File: src/rtl/mvm_seq.sv
// mvm_seq: loads W, b, x over a byte stream, streams row-major products into one MAC, returns M results.
// Define MVM_SAT_EN to clamp overflowed results to the signed 16-bit range on capture.
module mvm_seq #(
    parameter int M = 3,
    parameter int N = 3
) (
    input  logic        clk,
    input  logic        reset,
    input  logic [7:0]  s_data,
    input  logic        s_valid,
    output logic        s_ready,
    output logic [7:0]  mac_a,
    output logic [7:0]  mac_b,
    output logic [7:0]  mac_x,
    output logic        mac_valid,
    input  logic [15:0] mac_f,
    input  logic        mac_valid_out,
    input  logic        mac_overflow,
    output logic [15:0] m_data,
    output logic        m_ovf,
    output logic        m_valid,
    input  logic        m_ready
);
    localparam int TOT = M * N + M + N;
    localparam int LW = $clog2(TOT);
    localparam int WW = $clog2(M * N > 1 ? M * N : 2);
    localparam int MW = $clog2(M > 1 ? M : 2);
    localparam int NW = $clog2(N > 1 ? N : 2);

    typedef enum logic [1:0] {S_LOAD, S_COMPUTE, S_WAIT, S_OUTPUT} state_t;
    state_t state, state_n;

    logic [7:0]    w_mem [M*N];
    logic [7:0]    b_mem [M];
    logic [7:0]    x_mem [N];
    logic [16:0]   res   [M];
    logic [LW-1:0] lc;
    logic [WW-1:0] wi, n_wi;
    logic [NW-1:0] ik, n_ik;
    logic [MW-1:0] ir, n_ir, wr, rd;
    logic [15:0]   cap_f;
    logic          load_fire, load_last, issue_last, issue_go;
    logic          cap, cap_last, out_fire, out_last;

    assign s_ready    = state == S_LOAD;
    assign load_fire  = s_valid && s_ready;
    assign load_last  = load_fire && lc == LW'(TOT - 1);
    assign issue_last = state == S_COMPUTE && wi == WW'(M * N - 1);
    assign issue_go   = load_last || (state == S_COMPUTE && !issue_last);
    assign cap        = mac_valid_out && (state == S_COMPUTE || state == S_WAIT);
    assign cap_last   = cap && wr == MW'(M - 1);
    assign out_fire   = m_valid && m_ready;
    assign out_last   = out_fire && rd == MW'(M - 1);

    // (wi, ik, ir) name the element currently on the MAC; n_* is the one driven next cycle
    assign n_wi = load_last ? '0 : wi + 1'b1;
    assign n_ik = (load_last || ik == NW'(N - 1)) ? '0 : ik + 1'b1;
    assign n_ir = load_last ? '0 : (ik == NW'(N - 1) ? ir + 1'b1 : ir);

`ifdef MVM_SAT_EN
    // a wrapped sum with bit 15 set means the true sum overflowed positive
    assign cap_f = mac_overflow ? (mac_f[15] ? 16'h7FFF : 16'h8000) : mac_f;
`else
    assign cap_f = mac_f;
`endif

    always_comb begin
        state_n = state;
        case (state)
            S_LOAD:    state_n = load_last  ? S_COMPUTE : S_LOAD;
            S_COMPUTE: state_n = issue_last ? S_WAIT    : S_COMPUTE;
            S_WAIT:    state_n = cap_last   ? S_OUTPUT  : S_WAIT;
            S_OUTPUT:  state_n = out_last   ? S_LOAD    : S_OUTPUT;
            default:   state_n = S_LOAD;
        endcase
    end

    always_ff @(posedge clk) begin
        for (int i = 0; i < M * N; i++)
            if (load_fire && lc == LW'(i)) w_mem[i] <= s_data;
        for (int i = 0; i < M; i++)
            if (load_fire && lc == LW'(M * N + i)) b_mem[i] <= s_data;
        for (int i = 0; i < N; i++)
            if (load_fire && lc == LW'(M * N + M + i)) x_mem[i] <= s_data;
        if (cap) res[wr] <= {mac_overflow, cap_f};
    end

    always_ff @(posedge clk) begin
        if (reset) begin
            state     <= S_LOAD;
            lc        <= '0;
            wi        <= '0;
            ik        <= '0;
            ir        <= '0;
            wr        <= '0;
            rd        <= '0;
            mac_valid <= 1'b0;
            mac_a     <= '0;
            mac_b     <= '0;
            mac_x     <= '0;
            m_valid   <= 1'b0;
            m_data    <= '0;
            m_ovf     <= 1'b0;
        end else begin
            state     <= state_n;
            if (load_fire) lc <= load_last ? '0 : lc + 1'b1;
            wi        <= issue_go ? n_wi : '0;
            ik        <= issue_go ? n_ik : '0;
            ir        <= issue_go ? n_ir : '0;
            mac_valid <= issue_go;
            mac_a     <= issue_go ? w_mem[n_wi] : '0;
            // with N == 1 the only x byte arrives on the same edge it is first issued
            mac_b     <= issue_go ? ((load_last && N == 1) ? s_data : x_mem[n_ik]) : '0;
            mac_x     <= issue_go ? b_mem[n_ir] : '0;
            if (cap) wr <= cap_last ? '0 : wr + 1'b1;
            if (cap_last) begin
                m_valid         <= 1'b1;
                {m_ovf, m_data} <= (M == 1) ? {mac_overflow, cap_f} : res[0];
            end else if (out_fire) begin
                m_valid         <= !out_last;
                {m_ovf, m_data} <= out_last ? 17'd0 : res[rd + 1'b1];
                rd              <= out_last ? '0 : rd + 1'b1;
            end
        end
    end
endmodule

File: config.mk
export PLATFORM = sky130hd
export DESIGN_NAME = mvm_seq
export DESIGN_NICKNAME = d
export VERILOG_FILES = /design/src/rtl/mvm_seq.sv
export SDC_FILE = /design/constraint.sdc
export NUM_CORES = 1
export LEC_CHECK = 0
export CORE_MARGIN = 3
export CORE_UTILIZATION = 62
export CTS_CLUSTER_SIZE = 8
export DETAILED_ROUTE_END_ITERATION = 16
export PLACE_DENSITY = 0.86
export SLEW_MARGIN = 20
export SYNTH_ARGS = -nofsm -noshare
export SYNTH_HDL_FRONTEND = slang
export SYNTH_SLANG_ARGS = --single-unit
File: constraint.sdc
create_clock -name clk -period 5.5 [get_ports clk]
set_clock_uncertainty 0.2 [all_clocks]
set_input_delay 1.1 -clock clk [delete_from_list [all_inputs] [get_ports clk]]
set_output_delay 1.1 -clock clk [all_outputs]
set_load 0.05 [all_outputs]
==> results.sh <==
export IMPL_post_route_drc_count=0
export IMPL_cts_tree="built"
export IMPL_vias=5408
export IMPL_dp_hpwl_mm=11.1
export IMPL_placed_area_mm2=0.00956
export IMPL_initial_core_util_pct=64.5
export IMPL_clock_fmax_mhz=295
export IMPL_synth_edf_count=171
export IMPL_hold_viol=0
export IMPL_cts_buffers=34
export IMPL_cts_sinks=232
export IMPL_post_synth_num_cell_types=50
export IMPL_grt_max_degree=35
export IMPL_syn_instance_count=577
export IMPL_coreArea_mm2=0.0135
export IMPL_die_area_mm2=0.0155
export IMPL_holdBufCountCts=0
export IMPL_drive_above_1_share_pct=10.1
export IMPL_syn_avg_cell_area_um2=15.1
export IMPL_via_per_inst=6.22
export IMPL_grt_antenna_before_repair=0
export IMPL_status="complete, no violations"
export IMPL_place_gp_congestion=0.828
export IMPL_async_flop_share_pct=0
export IMPL_insertion_delay_ps=490
export IMPL_register_area_mm2=0.00636
export IMPL_grt_pass1_wl_mm=31.1
export IMPL_fin_tns_setup_ps=0
export IMPL_fin_hold_ws_ps=270
export IMPL_max_cap_violations=0
export IMPL_drt_initial_drc_count=512
export IMPL_path_class="reg2out"
export IMPL_fillCellCount=713
export IMPL_seq_area_frac_synth_pct=73.0
export IMPL_end_kind="output pin"
export IMPL_rows=42
export IMPL_powerDensity_mw_per_mm2=368
export IMPL_antenna_cells=0
export IMPL_syn_area_mm2=0.00871
export IMPL_mostFrequentLayoutCells="edfxtp_1 (171), clkdlybuf4s50_1 (73), dfxtp_1 (61)"
export IMPL_ios=74
export IMPL_hp_class="reg2reg"
export IMPL_start_kind="register"
export IMPL_drv_slew=0
export IMPL_cts_resized_gates=0
export IMPL_die_w_um=125
export IMPL_critPathArrivalTime_ps=2080
export IMPL_wl_mm=19.6
export IMPL_htreeDepth=2
export IMPL_grt_pass1_vias=5730
export IMPL_fin_crit_ps=3380
export IMPL_vdd_drop_max_mv=0.232
export IMPL_grt_overflow_total=0
export IMPL_fin_crit_sh_pct=61.5
export IMPL_post_cts_buffers=0
export IMPL_synth_flop_cell="edfxtp_1"
export IMPL_setup_viol=0
export IMPL_multi_input_area_mm2=0.00210
export IMPL_syn_nets=623
export IMPL_power_leakage_nw=3.73
export IMPL_nNetsFinal=715
export IMPL_grt_usage_pct=25.6
export IMPL_antenna_left=0
export IMPL_stdcell_area_mm2=0.0106
export IMPL_cts_root_buf="clkbuf_16"
export IMPL_fin_cells=870
export IMPL_drtPass1Iterations=5
export IMPL_crit_fanout=4
export IMPL_yosys_warnings=0
export IMPL_area_growth_pct=21.5
export IMPL_placedCellCount=809
export IMPL_worstPathRequired_ps=4200
export IMPL_cts_buffer_depth=3
export IMPL_synth_seq_cells=232
export IMPL_mostFrequentLayoutCell="edfxtp_1"
export IMPL_portBuffers=73
export IMPL_max_slew_margin_pct=32.3
export IMPL_cts_clk_slew_worst_paths_ps=50
export IMPL_die_h_um=125
export IMPL_tightestPinTransition_ps=1010
export IMPL_rsz0062_at_grt="no"
export IMPL_wl_per_cell_um=22.5
layout make-up:
cell class	instances	share of cell area, %
Inverter	30	1.09
Timing Repair Buffer	80	7.40
Multi-Input combinational cell	291	19.8
Sequential cell	232	60.0
Tap cell	176	2.08
Clock buffer	61	9.60
cell usage after synthesis, types with 7 or more instances:
cell type  count  area [um^2]
edfxtp_1     171         5130
dfxtp_1       61         1220
nor2_1        53          199
nand2_1       38          143
inv_1         29          109
mux2i_1       25          250
o21ai_0       21          105
a21oi_1       17         85.1
a222oi_1      16          160
ha_1          16          200
nor3_1        13         65.1
a211oi_1       9         67.6
a211oi_2       8          100
clkbuf_1       8         30.0
nand3_1        8         40.0
or3_1          8         50.1
a32o_1         7         70.1
o2bb2ai_1      7         61.3
metal layers:
layer | part of all wire, % | GRT usage, % | wire, um | vias to the layer above
met5 | 0 | 0 | 0 | -
met2 | 51 | 44.0 | 10000 | 335
met4 | 3.3 | 10.3 | 638 | 0
met1 | 37 | 31.8 | 7330 | 2641
met3 | 8.3 | 5.45 | 1620 | 59
li1 | - | - | - | 2373
flip-flops by register name (all words and copies together) (netlist names), 4 cells and up:
register	flops
w_mem	72
x_mem	24
lc	4
mac_b	8
mac_x	8
b_mem	24
res	51
mac_a	8
wi	4
m_data	16
final timing paths:
kind	from	to	slack (ps)	depth (start not counted)
max reg2reg	state[0]$_SDFF_PP0_	mac_b[3]$_SDFF_PP0_	2470	8
max	state[0]$_SDFF_PP0_	s_ready	2120	3
min	w_mem[8][5]$_DFFE_PP_	mac_a[5]$_SDFF_PP0_	270	1
min reg2reg	w_mem[8][5]$_DFFE_PP_	mac_a[5]$_SDFF_PP0_	270	1
critical path, cell delays in order (launching register included):
cell and delay (ps):
dfxtp_1 320, inv_1 120, ha_1 300, clkdlybuf4s50_1 850
stage by stage:
step / utilization, % / setup WS (ps) / total power, mW
after CTS: 78.3 / 2100 / 3.92
final: 78.4 / 2120 / 3.90
after detailed placement: 70.8 / 1710 / 1.99
after global routing: 78.4 / 1970 / 4.01
after floorplan: - / 2830 / 1.94
after global placement: 70.7 / 1850 / 1.99
kinds of logic after synthesis:
logic type	after synthesis	synth area share, %
flip-flops	232	73.0
AND/OR/NAND/NOR	136	7.11
multiplexers	33	5.03
buffers and inverters	54	3.25
adder cells (fa/ha/maj)	16	2.30
AO/OA/AOI/OAI	99	8.65
XOR/XNOR	7	0.704
power breakdown:
group	leakage, nW	switching, mW	internal, mW
Sequential	2.03	0.00449	1.89
Clock	0.484	0.703	1.24
Combinational	1.21	0.0389	0.0242
Total	3.73	0.747	3.15
Power figures use the tool's default switching activity.
